--- src/rtl/bank_access_scheduler.sv ---
// bank_access_scheduler: per-frame write/read sequencer sharing one memory port across banks, with saturated read mix.
// Optional access timeout enabled by defining SCHED_TIMEOUT_EN.
module bank_access_scheduler #(
    parameter int NUM_BANKS = 8,
    parameter int ADDR_W    = 13,
    parameter int DATA_W    = 24
) (
    input  logic                                  clk,
    input  logic                                  rst_n,
    input  logic                                  frame_pulse,
    input  logic [NUM_BANKS-1:0]                  record_mask,
    input  logic [NUM_BANKS-1:0]                  play_mask,
    input  logic [DATA_W-1:0]                     rec_sample,
    output logic                                  mem_req,
    output logic                                  mem_we,
    output logic [$clog2(NUM_BANKS)+ADDR_W-1:0]   mem_addr,
    output logic [DATA_W-1:0]                     mem_wdata,
    input  logic                                  mem_ack,
    input  logic                                  mem_rvalid,
    input  logic [DATA_W-1:0]                     mem_rdata,
    output logic [DATA_W-1:0]                     mix_out,
    output logic                                  mix_valid,
    output logic [ADDR_W-1:0]                     block_addr,
    output logic                                  overrun,
    output logic                                  mem_timeout
);
    localparam int BW = $clog2(NUM_BANKS);
    localparam int AW = DATA_W + BW;
    localparam logic signed [AW-1:0] MAX = {{(BW+1){1'b0}}, {(DATA_W-1){1'b1}}};
    localparam logic signed [AW-1:0] MIN = {{(BW+1){1'b1}}, {(DATA_W-1){1'b0}}};

    typedef enum logic [2:0] {IDLE, WRITE, READ, READ_WAIT, FINISH} state_t;

    state_t                state, state_n;
    logic [NUM_BANKS-1:0]  rec_pend, ply_pend, rec_n, ply_n, sel, sel_1h;
    logic [BW-1:0]         bank;
    logic signed [AW-1:0]  acc, acc_n, ext;
    logic [DATA_W-1:0]     sat;
    logic                  any_act, tmo, fin_n;

    assign sel     = (state == WRITE) ? rec_pend : ply_pend;
    assign sel_1h  = sel & -sel;
    assign mem_req = (state == WRITE) || (state == READ);
    assign mem_we  = (state == WRITE);
    assign mem_addr = {bank, block_addr};
    assign ext     = {{BW{mem_rdata[DATA_W-1]}}, mem_rdata};
    assign sat     = acc_n > MAX ? {1'b0, {(DATA_W-1){1'b1}}} :
                     acc_n < MIN ? {1'b1, {(DATA_W-1){1'b0}}} : acc_n[DATA_W-1:0];
    assign fin_n   = (state_n == FINISH) && (state != FINISH);

    always_comb begin
        bank = '0;
        for (int i = NUM_BANKS - 1; i >= 0; i--)
            if (sel[i]) bank = BW'(i);
    end

`ifdef SCHED_TIMEOUT_EN
    logic [7:0] tcnt;
    logic       busy, prog;
    assign busy = (state == WRITE) || (state == READ) || (state == READ_WAIT);
    assign prog = (mem_req && mem_ack) || (state == READ_WAIT && mem_rvalid);
    assign tmo  = busy && !prog && (tcnt == 8'd254);
    always_ff @(posedge clk) begin
        if (!rst_n) begin
            tcnt        <= '0;
            mem_timeout <= 1'b0;
        end else begin
            tcnt        <= (!busy || prog || tmo) ? 8'd0 : tcnt + 8'd1;
            mem_timeout <= mem_timeout || tmo;
        end
    end
`else
    assign tmo         = 1'b0;
    assign mem_timeout = 1'b0;
`endif

    always_comb begin
        state_n = state;
        rec_n   = rec_pend;
        ply_n   = ply_pend;
        acc_n   = acc;
        case (state)
            IDLE: if (frame_pulse) begin
                rec_n   = record_mask;
                ply_n   = play_mask;
                acc_n   = '0;
                state_n = |record_mask ? WRITE : |play_mask ? READ : FINISH;
            end
            WRITE: if (mem_ack || tmo) begin
                rec_n   = rec_pend & ~sel_1h;
                state_n = |rec_n ? WRITE : |ply_pend ? READ : FINISH;
            end
            // a timed-out read skips READ_WAIT and contributes nothing
            READ: if (mem_ack || tmo) begin
                ply_n   = ply_pend & ~sel_1h;
                state_n = mem_ack ? READ_WAIT : |ply_n ? READ : FINISH;
            end
            READ_WAIT: if (mem_rvalid || tmo) begin
                acc_n   = acc + (mem_rvalid ? ext : '0);
                state_n = |ply_pend ? READ : FINISH;
            end
            FINISH:  state_n = IDLE;
            default: state_n = IDLE;
        endcase
    end

    always_ff @(posedge clk) begin
        if (!rst_n) begin
            state      <= IDLE;
            rec_pend   <= '0;
            ply_pend   <= '0;
            acc        <= '0;
            any_act    <= 1'b0;
            mem_wdata  <= '0;
            mix_out    <= '0;
            mix_valid  <= 1'b0;
            block_addr <= '0;
            overrun    <= 1'b0;
        end else begin
            state     <= state_n;
            rec_pend  <= rec_n;
            ply_pend  <= ply_n;
            acc       <= acc_n;
            overrun   <= frame_pulse && (state != IDLE);
            mix_valid <= fin_n;
            if (state == IDLE && frame_pulse) begin
                any_act   <= |record_mask || |play_mask;
                mem_wdata <= rec_sample;
            end
            if (fin_n) mix_out <= sat;
            if (state == FINISH) block_addr <= any_act ? block_addr + ADDR_W'(1) : '0;
        end
    end
endmodule
--- config.mk ---
export PLATFORM = sky130hd
export DESIGN_NAME = bank_access_scheduler
export DESIGN_NICKNAME = d
export VERILOG_FILES = /design/src/rtl/bank_access_scheduler.sv
export SDC_FILE = /design/constraint.sdc
export NUM_CORES = 1
export LEC_CHECK = 0
export BUFFER_PORTS_ARGS = -buffer_cell sky130_fd_sc_hd__buf_2
export CAP_MARGIN = 20
export CELL_PAD_IN_SITES_DETAIL_PLACEMENT = 1
export CELL_PAD_IN_SITES_GLOBAL_PLACEMENT = 1
export CORE_ASPECT_RATIO = 0.6
export CORE_MARGIN = 5
export CORE_UTILIZATION = 40
export DETAILED_ROUTE_END_ITERATION = 10
export PLACE_DENSITY_LB_ADDON = 0.1
export SETUP_SLACK_MARGIN = 0.2
export SLEW_MARGIN = 30
export SYNTH_ARGS = -nofsm -noshare
export SYNTH_HDL_FRONTEND = slang
export SYNTH_SLANG_ARGS = --single-unit
--- constraint.sdc ---
create_clock -name clk -period 4.7 [get_ports clk]
set_input_delay 0.94 -clock clk [delete_from_list [all_inputs] [get_ports clk]]
set_output_delay 0.94 -clock clk [all_outputs]
set_load 0.05 [all_outputs]
==> metrics.txt <==
RSZ-0062 raised after global routing=no; register area share after synthesis=~33%; PD cells=roughly 340 nW/um^2; asr flop ratio synth=0%; core footprint=approximately 16000 um^2; Synth cell types=between 70 and 80; row cnt=36; register bit count reported by yosys=110; All-Layer GR Usage=22.2%; EDFF count, synth=0; Setup Buffers After CTS=0; crit-path max FO=23; total gr overflow=0; Cell Area, Placed=7400 um^2; clock-pin slew on the worst setup and hold paths=0.09 ns; Req. time, crit path=roughly 4.9 ns; DR vias=about 6.6k; Hold Worst Slack=approximately 0.45 ns; most used cell along the critical path=o211ai_2; Crit path depth=14; first-pass detailed-route iteration total=4; Clk Latency, worst-skew pair=around 0.37 ns; Routed Antenna Nets=0; clock sinks=110; Hold Path Depth=2; buffers and inverters on the worst path=2; min-delay worst type=register to register; pin count of the biggest net entering global routing=between 50 and 60; Wirelength per Cell=roughly 18 um; DP Cell Count=1195; count of final setup violators=0; port bufs=around 150; share of cells above drive strength 1=a little over a fifth; Slew Viols, Final=0; crit-path leading delay family=compound AO/OA/AOI/OAI gates; post-CTS resize count=0; Worst Setup Start Kind=input port; Slew headroom=40.3%; Peak VDD IR=roughly 0.18 mV; CP endpoint kind=register; Avg Inst Size Synth=approximately 7.7 um^2; first-pass GRT wire length=about 35000 um; Worst-Margin Slew=slightly below 0.9 ns; critical path type=input port to register; Final HPWL DP=roughly 16000 um; Tmin final=between 4 and 5 ns; fmax=241 MHz; max cap viols=0; drt first-iter violations=roughly 380; Cell Area, Synth=between 6000 and 7000 um^2; Die X-Extent=around 180 um; worst r2r path cells=12; Yosys top cell area share=between 30% and 40%; Routed WL=21400 um; Post-route DRC=0; Ys Warns=0; Vias/cell=5.48; routing usage on met1=between 30 and 40%; clk root buf=clkbuf_16; Critical Path Max Stage Delay=0.47 ns; GR peak layer=met2; met3 Use GR=under 10%; met2 usage=a little over a third; Yosys top cell by area=dfxtp_1; CTS Buf Count=9; Total Die Area=just under 20000 um^2; Total Power=2.61 mW; Hold Vio Cnt, Final=0; post-route cell area=roughly 7700 um^2; Synth Net Count=approximately 960; CTS max path bufs=2; Chip Height=~110 um; Lkg Pwr=between 3 and 4 nW; ratio of final minimum period to clock period=about nine tenths; Non-Filler Instances=1211; Post-Syn Instances=around 870; CTS H-tree depth=3; n_diodes=0; Final nets=~1.1k; Syn-to-layout area delta=16.2%; setup_tns=0 ns; Worst EP arrival=4.39 ns; CTS tree=done; hold_buf cts=0; cell chain of the critical path=buf_2 -> and2_1 -> ha_1 -> fa_1 -> a211oi_2 -> o211ai_2 -> a31oi_2 -> o21ai_1 -> a311oi_1 -> mux2i_1 -> o211ai_1 -> o211ai_2 -> buf_4 -> a31oi_1; initial core utilization=between 40% and 50%; outcome=finished, final reports clean; antenna violations before repair=0; largest cells by area after synthesis=dfxtp_1 (33%), a21oi_1 (8.2%), nand2_1 (6.3%); num ports=about 150; Top FF cell, synth=dfxtp_1; skew final=0.0147 ns; RePlAce Congestion=0.853; vias in the first global route=roughly 6.7k; critical path's slowest cell=fa_1
-- logic make-up after synthesis --
| kind of cell | after synthesis | share of synthesized area [%] |
|---|---|---|
| AO/OA/AOI/OAI | 256 | 23.6 |
| AND/OR/NAND/NOR | 351 | 25.1 |
| XOR/XNOR | 27 | 3.56 |
| adder cells (fa/ha/maj) | 28 | 5.38 |
| buffers and inverters | 83 | 7.55 |
| flip-flops | 110 | 33.1 |
| other | 1 | 0.0564 |
| multiplexers | 10 | 1.66 |
-- layout by cell type, fill, tap and decap left out, types with 27 or more instances in the layout --
cell     netlist  layout
and2_1        37      36
ha_1          27      27
a31oi_1       37      37
dfxtp_1      110     110
buf_2          2     149
nor2_1        88      88
nand3_1       49      49
a21oi_1      109     109
nand2_1      112     112
o21ai_0       33      33
-- through the flow --
stage | setup WS (ns) | utilization (%)
2_1_floorplan | 0.736 | -
4_1_cts | 0.575 | 47.5
3_5_place_dp | 0.198 | 45.5
3_3_place_gp | 0.341 | 45.5
6_report | 0.550 | 47.5
5_1_grt | 0.257 | 47.5
-- synthesized netlist by cell type (all sizes together) (2+ instances only) --
cell / n
a31oi: 38
inv: 17
mux2i: 8
xnor2: 8
o21ai: 38
nor2: 89
dfxtp: 110
a21oi: 110
nand2b: 5
and3: 8
and2: 37
nor4: 4
a21boi: 5
a2111oi: 3
a211oi: 3
o22ai: 7
a32oi: 2
nand2: 112
o21bai: 2
or2: 2
nor3b: 4
a22oi: 6
and4: 2
or3: 5
o211ai: 6
or4: 2
nand4: 11
ha: 27
nor2b: 7
nand4b: 2
a21o: 12
mux2: 2
xor2: 19
o31ai: 6
o21a: 7
buf: 37
nor3: 8
nand3: 50
clkbuf: 27
-- path summary, 6_finish.rpt --
kind	startpoint	end	slack (ns)
hold reg to reg	mem_wdata[17]$_SDFFE_PN0P_	mem_wdata[17]$_SDFFE_PN0P_	0.45
hold / removal	mem_wdata[17]$_SDFFE_PN0P_	mem_wdata[17]$_SDFFE_PN0P_	0.45
setup / recovery	mem_rvalid	mix_out[0]$_SDFFE_PN0P_	0.55
setup reg to reg	acc[0]$_SDFF_PN0_	mix_out[0]$_SDFFE_PN0P_	1.06
-- sequential cells by signal, indices dropped and copies added (netlist names) --
register    count
state           3
mix_out        24
rec_pend        8
mem_wdata      24
mix_valid       1
any_act         1
acc            27
overrun         1
ply_pend        8
block_addr     13
-- final cells by class --
type                    instances  area (um^2)
repair buffers                166          898
clock inverters                 7         95.1
fillers                      2067         8540
multi-input cells             673         3950
well taps                     228          285
flip-flops and latches        110         2200
inverters                      18         67.6
clock buffers                   9          225
-- worst reg2reg max path, delay by kind of cell, from the launching register on --
kind,cells,cell delay (ns)
AO/OA/AOI/OAI,8,1.82
adder cells (fa/ha/maj),2,0.70
multiplexers,1,0.38
flip-flops,1,0.33
buffers and inverters,1,0.30
-- where the power goes --
| group | total [mW] | switching [mW] | internal [mW] |
|---|---|---|---|
| Clock | 0.825 | 0.436 | 0.390 |
| Sequential | 1.04 | 0.0465 | 0.989 |
| Combinational | 0.746 | 0.528 | 0.218 |
-- routing by layer --
| layer | up-vias | share of wire (%) |
|---|---|---|
| met5 | - | 0 |
| met4 | 0 | 0.75 |
| met3 | 13 | 4.2 |
| met2 | 137 | 42 |
| met1 | 3193 | 54 |
| li1 | 3288 | - |
Note: power is estimated with default switching activity, not from simulation.
